===== src/rtl/core_io_pkg.sv =====
// Shared definitions for the core I/O buffer: status register layout and
// serializer state encoding.
package core_io_pkg;

  localparam int TX_CNT_LSB  = 0;
  localparam int RX_CNT_LSB  = 16;
  localparam int CNT_FIELD_W = 16;

  typedef enum logic {
    IDLE = 1'b0,
    SEND = 1'b1
  } ser_state_e;

endpackage


===== src/rtl/core_io_buffer_sync_fifo.sv =====
// First-word fall-through synchronous FIFO with registered occupancy count.
// Pushes while full and pops while empty are ignored.
module sync_fifo #(
  parameter int W     = 32,
  parameter int DEPTH = 4
) (
  input  logic                       clk,
  input  logic                       rst,
  input  logic                       push,
  input  logic [W-1:0]               wdata,
  input  logic                       pop,
  output logic [W-1:0]               rdata,
  output logic                       full,
  output logic                       empty,
  output logic [$clog2(DEPTH):0]     count
);

  localparam int AW = $clog2(DEPTH);
  localparam int CW = AW + 1;

  logic [W-1:0]  mem [DEPTH];
  logic [AW-1:0] wr_ptr;
  logic [AW-1:0] rd_ptr;
  logic [CW-1:0] count_q;
  logic          do_push;
  logic          do_pop;

  assign full    = (count_q == CW'(DEPTH));
  assign empty   = (count_q == '0);
  assign count   = count_q;
  assign do_push = push && !full;
  assign do_pop  = pop && !empty;

  // Head reads as zero when empty so the storage array needs no reset.
  assign rdata = empty ? '0 : mem[rd_ptr];

  always_ff @(posedge clk) begin
    if (do_push) mem[wr_ptr] <= wdata;
  end

  always_ff @(posedge clk) begin
    if (rst) begin
      wr_ptr  <= '0;
      rd_ptr  <= '0;
      count_q <= '0;
    end else begin
      if (do_push) wr_ptr <= wr_ptr + 1'b1;
      if (do_pop)  rd_ptr <= rd_ptr + 1'b1;
      case ({do_push, do_pop})
        2'b10:   count_q <= count_q + 1'b1;
        2'b01:   count_q <= count_q - 1'b1;
        default: count_q <= count_q;
      endcase
    end
  end

endmodule


===== src/rtl/core_io_buffer.sv =====
// Buffers core I/O words to and from a narrow byte-stream device, packing
// device beats little-endian into core words in both directions.
module core_io_buffer
  import core_io_pkg::*;
#(
  parameter int XLEN  = 32,
  parameter int DEV_W = 8,
  parameter int DEPTH = 4
) (
  input  logic             clk,
  input  logic             rst,
  input  logic             out_issued,
  input  logic [XLEN-1:0]  out_data,
  output logic             out_stall,
  input  logic             in_issued,
  output logic [XLEN-1:0]  in_data,
  output logic             in_stall,
  output logic [31:0]      status,
  output logic             tx_valid,
  output logic [DEV_W-1:0] tx_data,
  input  logic             tx_ready,
  input  logic             rx_valid,
  input  logic [DEV_W-1:0] rx_data,
  output logic             rx_ready
);

  localparam int R  = XLEN / DEV_W;
  localparam int BW = (R > 1) ? $clog2(R) : 1;
  localparam int CW = $clog2(DEPTH) + 1;
  localparam logic [BW-1:0] LAST_BEAT = BW'(R - 1);

  // ---------------- TX path ----------------
  logic            tx_pop;
  logic            tx_full;
  logic            tx_empty;
  logic [XLEN-1:0] tx_head;
  logic [CW-1:0]   tx_cnt;

  sync_fifo #(.W(XLEN), .DEPTH(DEPTH)) u_tx_fifo (
    .clk   (clk),
    .rst   (rst),
    .push  (out_issued),
    .wdata (out_data),
    .pop   (tx_pop),
    .rdata (tx_head),
    .full  (tx_full),
    .empty (tx_empty),
    .count (tx_cnt)
  );

  ser_state_e      state;
  logic [XLEN-1:0] shift_q;
  logic [BW-1:0]   tx_beat;
  logic            tx_valid_q;
  logic            tx_last;

  assign tx_last  = (state == SEND) && tx_ready && (tx_beat == LAST_BEAT);
  // Reload on the last accepted beat keeps back-to-back words bubble-free.
  assign tx_pop   = !tx_empty && ((state == IDLE) || tx_last);
  assign tx_valid = tx_valid_q;
  assign tx_data  = shift_q[DEV_W-1:0];
  assign out_stall = tx_full;

  always_ff @(posedge clk) begin
    if (rst) begin
      state      <= IDLE;
      shift_q    <= '0;
      tx_beat    <= '0;
      tx_valid_q <= 1'b0;
    end else begin
      case (state)
        IDLE: begin
          if (!tx_empty) begin
            state      <= SEND;
            tx_valid_q <= 1'b1;
            shift_q    <= tx_head;
            tx_beat    <= '0;
          end
        end
        SEND: begin
          if (tx_ready) begin
            if (tx_beat == LAST_BEAT) begin
              tx_beat <= '0;
              if (!tx_empty) begin
                shift_q <= tx_head;
              end else begin
                state      <= IDLE;
                tx_valid_q <= 1'b0;
                shift_q    <= '0;
              end
            end else begin
              shift_q <= shift_q >> DEV_W;
              tx_beat <= tx_beat + 1'b1;
            end
          end
        end
        default: begin
          state      <= IDLE;
          tx_valid_q <= 1'b0;
        end
      endcase
    end
  end

  // ---------------- RX path ----------------
  logic            rx_full;
  logic            rx_empty;
  logic [XLEN-1:0] rx_head;
  logic [CW-1:0]   rx_cnt;
  logic [XLEN-1:0] asm_q;
  logic [XLEN-1:0] rx_word;
  logic [BW-1:0]   rx_beat;
  logic            rx_accept;
  logic            rx_push;

  assign rx_ready  = !rx_full;
  assign rx_accept = rx_valid && rx_ready;
  assign rx_push   = rx_accept && (rx_beat == LAST_BEAT);

  // Completed word includes the beat arriving this cycle.
  always_comb begin
    rx_word = asm_q;
    rx_word[rx_beat*DEV_W +: DEV_W] = rx_data;
  end

  always_ff @(posedge clk) begin
    if (rst) begin
      asm_q   <= '0;
      rx_beat <= '0;
    end else if (rx_accept) begin
      if (rx_beat == LAST_BEAT) begin
        asm_q   <= '0;
        rx_beat <= '0;
      end else begin
        asm_q   <= rx_word;
        rx_beat <= rx_beat + 1'b1;
      end
    end
  end

  sync_fifo #(.W(XLEN), .DEPTH(DEPTH)) u_rx_fifo (
    .clk   (clk),
    .rst   (rst),
    .push  (rx_push),
    .wdata (rx_word),
    .pop   (in_issued),
    .rdata (rx_head),
    .full  (rx_full),
    .empty (rx_empty),
    .count (rx_cnt)
  );

  assign in_data  = rx_head;
  assign in_stall = rx_empty;

  always_comb begin
    status = '0;
    status[TX_CNT_LSB +: CNT_FIELD_W] = CNT_FIELD_W'(tx_cnt);
    status[RX_CNT_LSB +: CNT_FIELD_W] = CNT_FIELD_W'(rx_cnt);
  end

endmodule


===== config.mk =====
export PLATFORM = sky130hd
export DESIGN_NAME = core_io_buffer
export DESIGN_NICKNAME = d
export VERILOG_FILES = /design/src/rtl/core_io_pkg.sv /design/src/rtl/core_io_buffer_sync_fifo.sv /design/src/rtl/core_io_buffer.sv
export SDC_FILE = /design/constraint.sdc
export NUM_CORES = 1
export LEC_CHECK = 0
export ABC_AREA = 1
export CORE_MARGIN = 2
export CORE_UTILIZATION = 62
export CTS_CLUSTER_DIAMETER = 150
export DETAILED_ROUTE_END_ITERATION = 8
export GPL_TIMING_DRIVEN = 0
export PLACE_DENSITY = 0.85
export SLEW_MARGIN = 10
export SYNTH_ARGS = -nofsm -noshare
export SYNTH_HDL_FRONTEND = slang
export SYNTH_HIERARCHICAL = 1
export SYNTH_SLANG_ARGS = --single-unit

===== constraint.sdc =====
create_clock -name clk -period 5.74 [get_ports clk]
set_input_delay 0.574 -clock clk [delete_from_list [all_inputs] [get_ports clk]]
set_output_delay 0.574 -clock clk [all_outputs]
set_load 0.01 [all_outputs]

# --- Word-level counts from Yosys, hierarchy flattened ---
# Memories as Yosys holds them, arrays and structs flattened. A register that Yosys moved wholly into a read port is not among the register bits.
# Index checks and enable logic that the tools add are counted.
classes:
  addsub: 11
  eq_ne: 12
  shift: 2
  muxes: 32
  n_bitwise: 1
  n_reduce_logical: 20
op_table:
  columns: ["operator", "count"]
  rows:
  - ["2-to-1 mux 32 bit", 6]
  - ["case mux 32 bit (2 select lines)", 1]
  - ["negator 5 -> 34 bit", 1]
  - ["variable shift 8 x 34 -> 32 bit (first input constant)", 1]
  - ["variable part select 8 x 34 -> 32 bit", 1]
  - ["bitwise mux 32 bit", 1]
  - ["2-to-1 mux 2 bit", 8]
  - ["adder 2 x 1 -> 2 bit (second input constant)", 6]
  - ["case mux 3 bit (2 select lines)", 2]
  - ["2-to-1 mux 1 bit", 11]
  - ["logical AND 1 bit", 9]
  - ["== test 2 bit (second input constant)", 4]
  - ["adder 3 x 1 -> 3 bit (second input constant)", 2]
  - ["== test 3 bit (second input constant)", 2]
  - ["zero test 3 bit", 2]
  - ["inequality test 2 bit (second input constant)", 3]
  - ["subtractor 3 x 1 -> 3 bit (second input constant)", 2]
  - ["== test 2 x 1 -> 1 bit (second input constant)", 2]
  - ["zero test 1 bit", 4]
  - ["case mux 1 bit (2 select lines)", 2]
  - ["case mux 2 bit (2 select lines)", 1]
  - ["AND reduction 4 bit", 1]
  - ["nonzero test 2 bit", 2]
  - ["inequality test 2 x 1 -> 1 bit (second input constant)", 1]
  - ["other kinds (3)", 3]
totals:
  ff_bits: 84
  ram_bits: 256
  word_cells: 92
  n_memories: 2
memory_table:
  columns: ["memory", "words", "width", "read_ports", "rd_clocked_by_memory_dff", "wr", "line_no", "source"]
  rows:
  - ["u_rx_fifo.mem", 4, 32, 1, 1, 1, "core_io_buffer_sync_fifo.sv:21", "logic [W-1:0] mem [DEPTH];"]
  - ["u_tx_fifo.mem", 4, 32, 1, 1, 1, "core_io_buffer_sync_fifo.sv:21", null]

# --- Logic depth before layout (Yosys ltp) ---
depth:
  word_depth: 7
  mapped_depth: 17
  depth_no_buf: 16

# --- Modules after synthesis ---
# Netlist, hierarchy kept.
modules_own_cells:
  columns: ["mod", "instances", "cells_per_inst", "area_each_um2"]
  rows:
  - ["sync_fifo", 2, 447, 5489.0]
  - ["core_io_buffer", 1, 535, 3668.5]

# --- Worst setup path before layout ---
# No wires, ideal clock.
synth_timing:
  path_type: "register -> register"
  start: "register u_rx_fifo.count_q[1], in the netlist u_rx_fifo/count[1]"
  end: "memory u_rx_fifo.mem[0][0], enable pin"
  arrival_ps: 2706
  setup_slack_ps: 2613
  path_stages_with_launch: 10
  n_path_buf: 1
  synth_period_minus_slack_ps: 3127
  path_cell_list: "dfxtp_1 nor2_1 nand2_1 inv_1 inv_2 nand2_2 clkbuf_1 nor2_1 nand2_1 nor2_1"
synth_between:
  elab_chain_cells: 7
synth_rtl:
  columns: ["item", "line_no", "source"]
  rows:
  - ["start: declaration", "core_io_buffer_sync_fifo.sv:24", "logic [CW-1:0] count_q;"]
  - ["start signal: assignment", "core_io_buffer_sync_fifo.sv:50", "2'b10: count_q <= count_q + 1'b1;"]
  - ["start signal: assignment", "core_io_buffer_sync_fifo.sv:51", "2'b01: count_q <= count_q - 1'b1;"]
  - ["start signal: assignment", "core_io_buffer_sync_fifo.sv:52", "default: count_q <= count_q;"]
  - ["== test 3 bit", "core_io_buffer_sync_fifo.sv:28", "assign full = (count_q == CW'(DEPTH));"]
  - ["via rx_full", "core_io_buffer.sv:106", "logic rx_full;"]
  - ["zero test 1 bit", "core_io_buffer.sv:116", "assign rx_ready = !rx_full;"]
  - ["via rx_ready", "core_io_buffer.sv:24", "output logic rx_ready"]
  - ["logical AND 1 bit", "core_io_buffer.sv:117", "assign rx_accept = rx_valid && rx_ready;"]
  - ["logical AND 1 bit", "core_io_buffer.sv:118", "assign rx_push = rx_accept && (rx_beat == LAST_BEAT);"]
  - ["via rx_push", "core_io_buffer.sv:114", "logic rx_push;"]
  - ["logical AND 1 bit", "core_io_buffer_sync_fifo.sv:31", "assign do_push = push && !full;"]
  - ["2-to-1 mux 1 bit", "core_io_buffer_sync_fifo.sv:38", "if (do_push) mem[wr_ptr] <= wdata;"]
  - ["2-to-1 mux 1 bit (not written as such)", "core_io_buffer_sync_fifo.sv:38", null]
  - ["end: declaration", "core_io_buffer_sync_fifo.sv:21", null]
# The timed path passes the listed nets, and every way through them passes these cells.

# --- Final worst setup path ---
layout_timing:
  start: "register u_rx_fifo.count_q[1], in the netlist u_rx_fifo/count[1]"
  end: "register u_rx_fifo.count_q[2], in the netlist u_rx_fifo/count[2]"
layout_between:
  elab_chain_cells: 7
  elab_cells_between_ends: 14
  classes_between: "add/sub (2); eq/ne (3); mux (1); reduce/logical (8)"
layout_rtl:
  columns: ["item", "line_no", "source"]
  rows:
  - ["== test 3 bit *", "core_io_buffer_sync_fifo.sv:28", null]
  - ["via rx_full", "core_io_buffer.sv:106", null]
  - ["zero test 1 bit *", "core_io_buffer.sv:116", null]
  - ["logical AND 1 bit *", "core_io_buffer.sv:117", null]
  - ["logical AND 1 bit *", "core_io_buffer.sv:118", null]
  - ["via rx_push", "core_io_buffer.sv:114", null]
  - ["logical AND 1 bit *", "core_io_buffer_sync_fifo.sv:31", null]
  - ["== test 2 x 1 -> 1 bit / == test 2 bit (equally long branches)", "core_io_buffer_sync_fifo.sv:49", "case ({do_push, do_pop})"]
  - ["case mux 3 bit (2 select lines) / nonzero test 2 bit (equally long branches)", null, null]
# The timed path passes the listed nets; every way through them passes the cells marked *.
# A chain may end at the register's enable or synchronous reset.

==> flow_results.org <==
** Synth
- In this run, synthesis produced a sequential element count of 344.
- During synthesis, Yosys emitted a total of 6 warnings.
- Counting distinct cell types in the post-synthesis netlist gives 30.
- Summed instance area of the synthesized netlist :: 0.0146 mm2
- Mean area per synthesized cell :: 10.2 um2
- Number of instances in the synthesized netlist :: 1429
- The share of the Yosys chip area taken by registers is 0.645.

** Drt
- Using the TritonRoute via totals, the vias-per-cell ratio works out to 5.70.
- Summed over all layers, the routed wires come to 35200 um.
- For this block, the via count after detailed routing is 11.1k.
- For this run, the detailed router's first-pass iteration total came to 6.
- Final routed wire length divided by cell count :: 18.2 um
- The detailed router finished its first iteration with 1186 violations.
- For this run, design rule violations remaining after detail routing come to 0.
- The count of nets left with antenna violations once routing finished came out at 0.

** Timing
- The count of final hold-check violations was 0.
- For the final database, setup skew stands at 0.0275 ns.
- Measured against its own limit, the worst slew margin works out to 0.531.
- Max Clock Freq :: 311 MHz
- Final setup violation count :: 0
- In the final timing run, aggregate negative setup slack is 0 ns.
- Post-route fraction of the period consumed by the critical path :: 0.560
- Max-slew violation count :: 0
- The clock period could shrink to 3.22 ns.
- Final hold slack :: 0.466 ns
- For the pin with the worst max-slew slack, the measured transition is 0.704 ns.
- Setup repair after global routing left no endpoint under its margin.

** Status
- Status :: complete, no violations

** Critical path
- The most critical setup path has its endpoint at u_rx_fifo/count[2]$_SDFFE_PP0P_.
- Number of cells on the worst reg-to-reg path :: 17
- The critical path starts at u_rx_fifo/count[1]$_SDFFE_PP0P_.
- Library cell appearing most often on the critical path :: nand2_1
- Master of the slowest instance on the critical path :: nand2_1
- The signal on the critical path passes through nor2_1 > nand2_1 > inv_1 > inv_2 > nand2_2 > clkbuf_1 > nor2_1 > nand2_1 > ha_1 > inv_1 > fa_1 > inv_1 > nand2_1 > nand3_1 > nand2_1 > nand2_1 > nor2_1.
- Delay of the slowest cell on the worst path :: 0.46 ns
- The worst setup path is of the reg -> reg kind.
- The endpoint identified for the worst register-to-register timing path is u_rx_fifo/count[2]$_SDFFE_PP0P_.
- Startpoint class of the critical path :: flip-flop
- The number of buffers and inverters on the critical path is 5.
- Endpoint arrival time on the critical path :: 3.64 ns
- Critical Path Stages :: 17
- Critical path endpoint category :: flip-flop
- At the worst endpoint, the required time is 6.16 ns.
- Of all nets on the critical path, the largest fanout is 10.
- Worst R2R Setup Slack :: 2.52 ns
- In this design, the largest share of critical-path delay is due to simple AND/OR/NAND/NOR gates.
- Reg-to-reg critical path startpoint :: u_rx_fifo/count[1]$_SDFFE_PP0P_

** Job
- Max cap viols :: 0

** Global routing
- The first global-routing pass estimated 54400 um of wire.
- The number of antenna violations at the first check in global routing is 0.
- Entering global routing, the biggest net connects 27 pins.
- The number of global-route vias before repair is 10.8k.
- Final global-route overflow total :: 0
- Across every metal layer, demand over resource in global routing totals 0.283.

** CTS
- Post-CTS setup buffer count :: 0
- Bufs on Longest Clock Path :: 3
- Clock latency at the later pin of the worst-skew pair :: 0.52 ns
- Clock tree synthesis inserted a total of 35 buffers.
- TritonCTS clock tree :: built
- Clk pin slew, worst setup/hold paths :: 0.06 ns
- CTS saw 344 sinks.
- CTS built an H-tree with a depth of 2.
- Resize count post-CTS :: 0
- The root buffer cell chosen for the clock tree is clkbuf_16.
- Number of hold buffers added after cts :: 0

** Cells and area
- Relative to the synthesized area, the layout overhead comes to 19.5%.
- Filler instances :: 1431
- With fillers left out, the area of the finished cells amounts to 0.0175 mm2.
- The repair_antennas step left the layout with diodes totalling 0.
- Final net count :: 1659
- Share of final-layout standard cells stronger than drive strength 1 :: 0.117

** Floorplan
- Placeable core region :: 0.0233 mm2
- The die covers 0.0249 mm2.
- Pin placement for this block handled 122 I/O pins.
- Width of the die :: 158 um
- Initial standard-cell utilization of the core :: 0.628
- Number of standard-cell rows in the floorplan :: 56
- Vertical die dimension :: 158 um

** Pwr
- Across the VDD grid, the largest voltage drop is 0.341 mV.
- Pwr Density :: 432 mW/mm2
- In this run the static leakage power is 6.29 nW.

** Place
- After detailed placement, the total cell area comes to 0.0163 mm2.
- Last weighted congestion value of the routability-driven placer :: 0.870
- PortBufs :: 95
- Half-perimeter wire length after placement :: 22900 um

** Min path
- Worst hold path class :: reg -> reg
report_power, final:
| part | leakage (nW) | switching [mW] | total, mW | internal [mW] |
|---|---|---|---|---|
| Sequential | 2.91 | 0.0966 | 2.97 | 2.87 |
| Combinational | 2.82 | 1.47 | 2.34 | 0.869 |
| Clock | 0.562 | 0.920 | 2.25 | 1.33 |
metal layers:
metal | vias to the layer above | wire length [um] | track usage | part of all wire
met3 | 112 | 2710 | 0.0402 | 0.077
li1 | 5151 | - | - | -
met4 | 0 | 1460 | 0.133 | 0.042
met5 | - | 0 | 0 | 0
met2 | 548 | 18000 | 0.499 | 0.51
met1 | 5247 | 13000 | 0.345 | 0.37
state kept, by name, indices dropped and copies added (netlist names), 3 cells and up, named ones only:
signal / cells
u_tx_fifo/mem: 128
u_rx_fifo/mem: 128
asm_q: 32
u_rx_fifo/count: 3
shift_q: 32
u_tx_fifo/count: 3
Yosys cell counts, drive strengths merged:
cell / instances / area, um2
inv: 56 / 210
ha: 17 / 213
nand4: 8 / 50.1
buf: 84 / 651
nand2: 203 / 769
nand3: 40 / 205
fa: 2 / 40.0
a21oi: 144 / 796
a31oi: 1 / 6.26
edfxtp: 256 / 7690
clkbuf: 28 / 106
or2: 1 / 6.26
nor2: 312 / 1190
clkinv: 2 / 7.51
conb: 1 / 3.75
nand3b: 5 / 37.5
o21ai: 181 / 910
dfxtp: 88 / 1760
kinds of logic after synthesis:
| kind of cell | share of synthesized area |
|---|---|
| adders and majority gates | 0.0173 |
| buffers and inverters | 0.0665 |
| AOI/OAI and AO/OA | 0.117 |
| other | 0.000256 |
| and+or+nand+nor | 0.154 |
| DFF | 0.645 |
worst min path at each step:
stage / to / start / cells after the start
2_1_floorplan: asm_q[0]$_SDFFE_PP0P_ / asm_q[0]$_SDFFE_PP0P_ / 2
3_3_place_gp: asm_q[7]$_SDFFE_PP0P_ / asm_q[7]$_SDFFE_PP0P_ / 2
3_5_place_dp: asm_q[3]$_SDFFE_PP0P_ / asm_q[3]$_SDFFE_PP0P_ / 2
4_1_cts: asm_q[3]$_SDFFE_PP0P_ / asm_q[3]$_SDFFE_PP0P_ / 2
5_1_grt: asm_q[9]$_SDFFE_PP0P_ / asm_q[9]$_SDFFE_PP0P_ / 2
6_report: asm_q[1]$_SDFFE_PP0P_ / asm_q[1]$_SDFFE_PP0P_ / 2
layout make-up:
| type | count | area [um2] | share of cell area |
|---|---|---|---|
| Buffer | 112 | 757 | 0.0433 |
| Sequential cell | 344 | 9450 | 0.540 |
| Timing Repair Buffer | 103 | 1140 | 0.0652 |
| Clock buffer | 53 | 1060 | 0.0603 |
| Tap cell | 319 | 399 | 0.0228 |
| Inverter | 58 | 218 | 0.0124 |
| Clock inverter | 11 | 104 | 0.00593 |
| Multi-Input combinational cell | 940 | 4380 | 0.250 |
per-stage QoR:
| step | worst slack [ns] | std cells | power [mW] | utilization |
|---|---|---|---|---|
| 3_5_place_dp | 2.35 | 1876 | 5.28 | 0.700 |
| 5_1_grt | 2.26 | 1940 | 7.88 | 0.750 |
| 2_1_floorplan | 2.61 | 1454 | 4.47 | - |
| 6_report | 2.52 | 1940 | 7.55 | 0.750 |
| 3_3_place_gp | 0.934 | 1868 | 5.20 | 0.690 |
| 4_1_cts | 2.57 | 1940 | 7.54 | 0.750 |
worst reg2reg max path: cells and delay by family, from the launching register on:
| kind | cells | cell delay, ns |
|---|---|---|
| AND/OR/NAND/NOR | 10 | 1.44 |
| buffers and inverters | 5 | 0.67 |
| flip-flops | 1 | 0.33 |
| adder cells (fa/ha/maj) | 2 | 0.65 |
cell usage in the layout, fill, tap and decap left out, types with 17 or more instances in the layout:
cell type and count:
a21oi_2 20, buf_4 39, buf_2 25, o21ai_0 56, clkdlybuf4s50_1 95, inv_1 49, edfxtp_1 256, o21ai_1 124
buf_6 18, clkbuf_16 37, conb_1 26, clkbuf_1 36, a21oi_1 124, nand2_1 200, ha_1 17, dfxtp_1 88
nor2_1 300, nand3_1 39
Power figures use the tool's default switching activity.
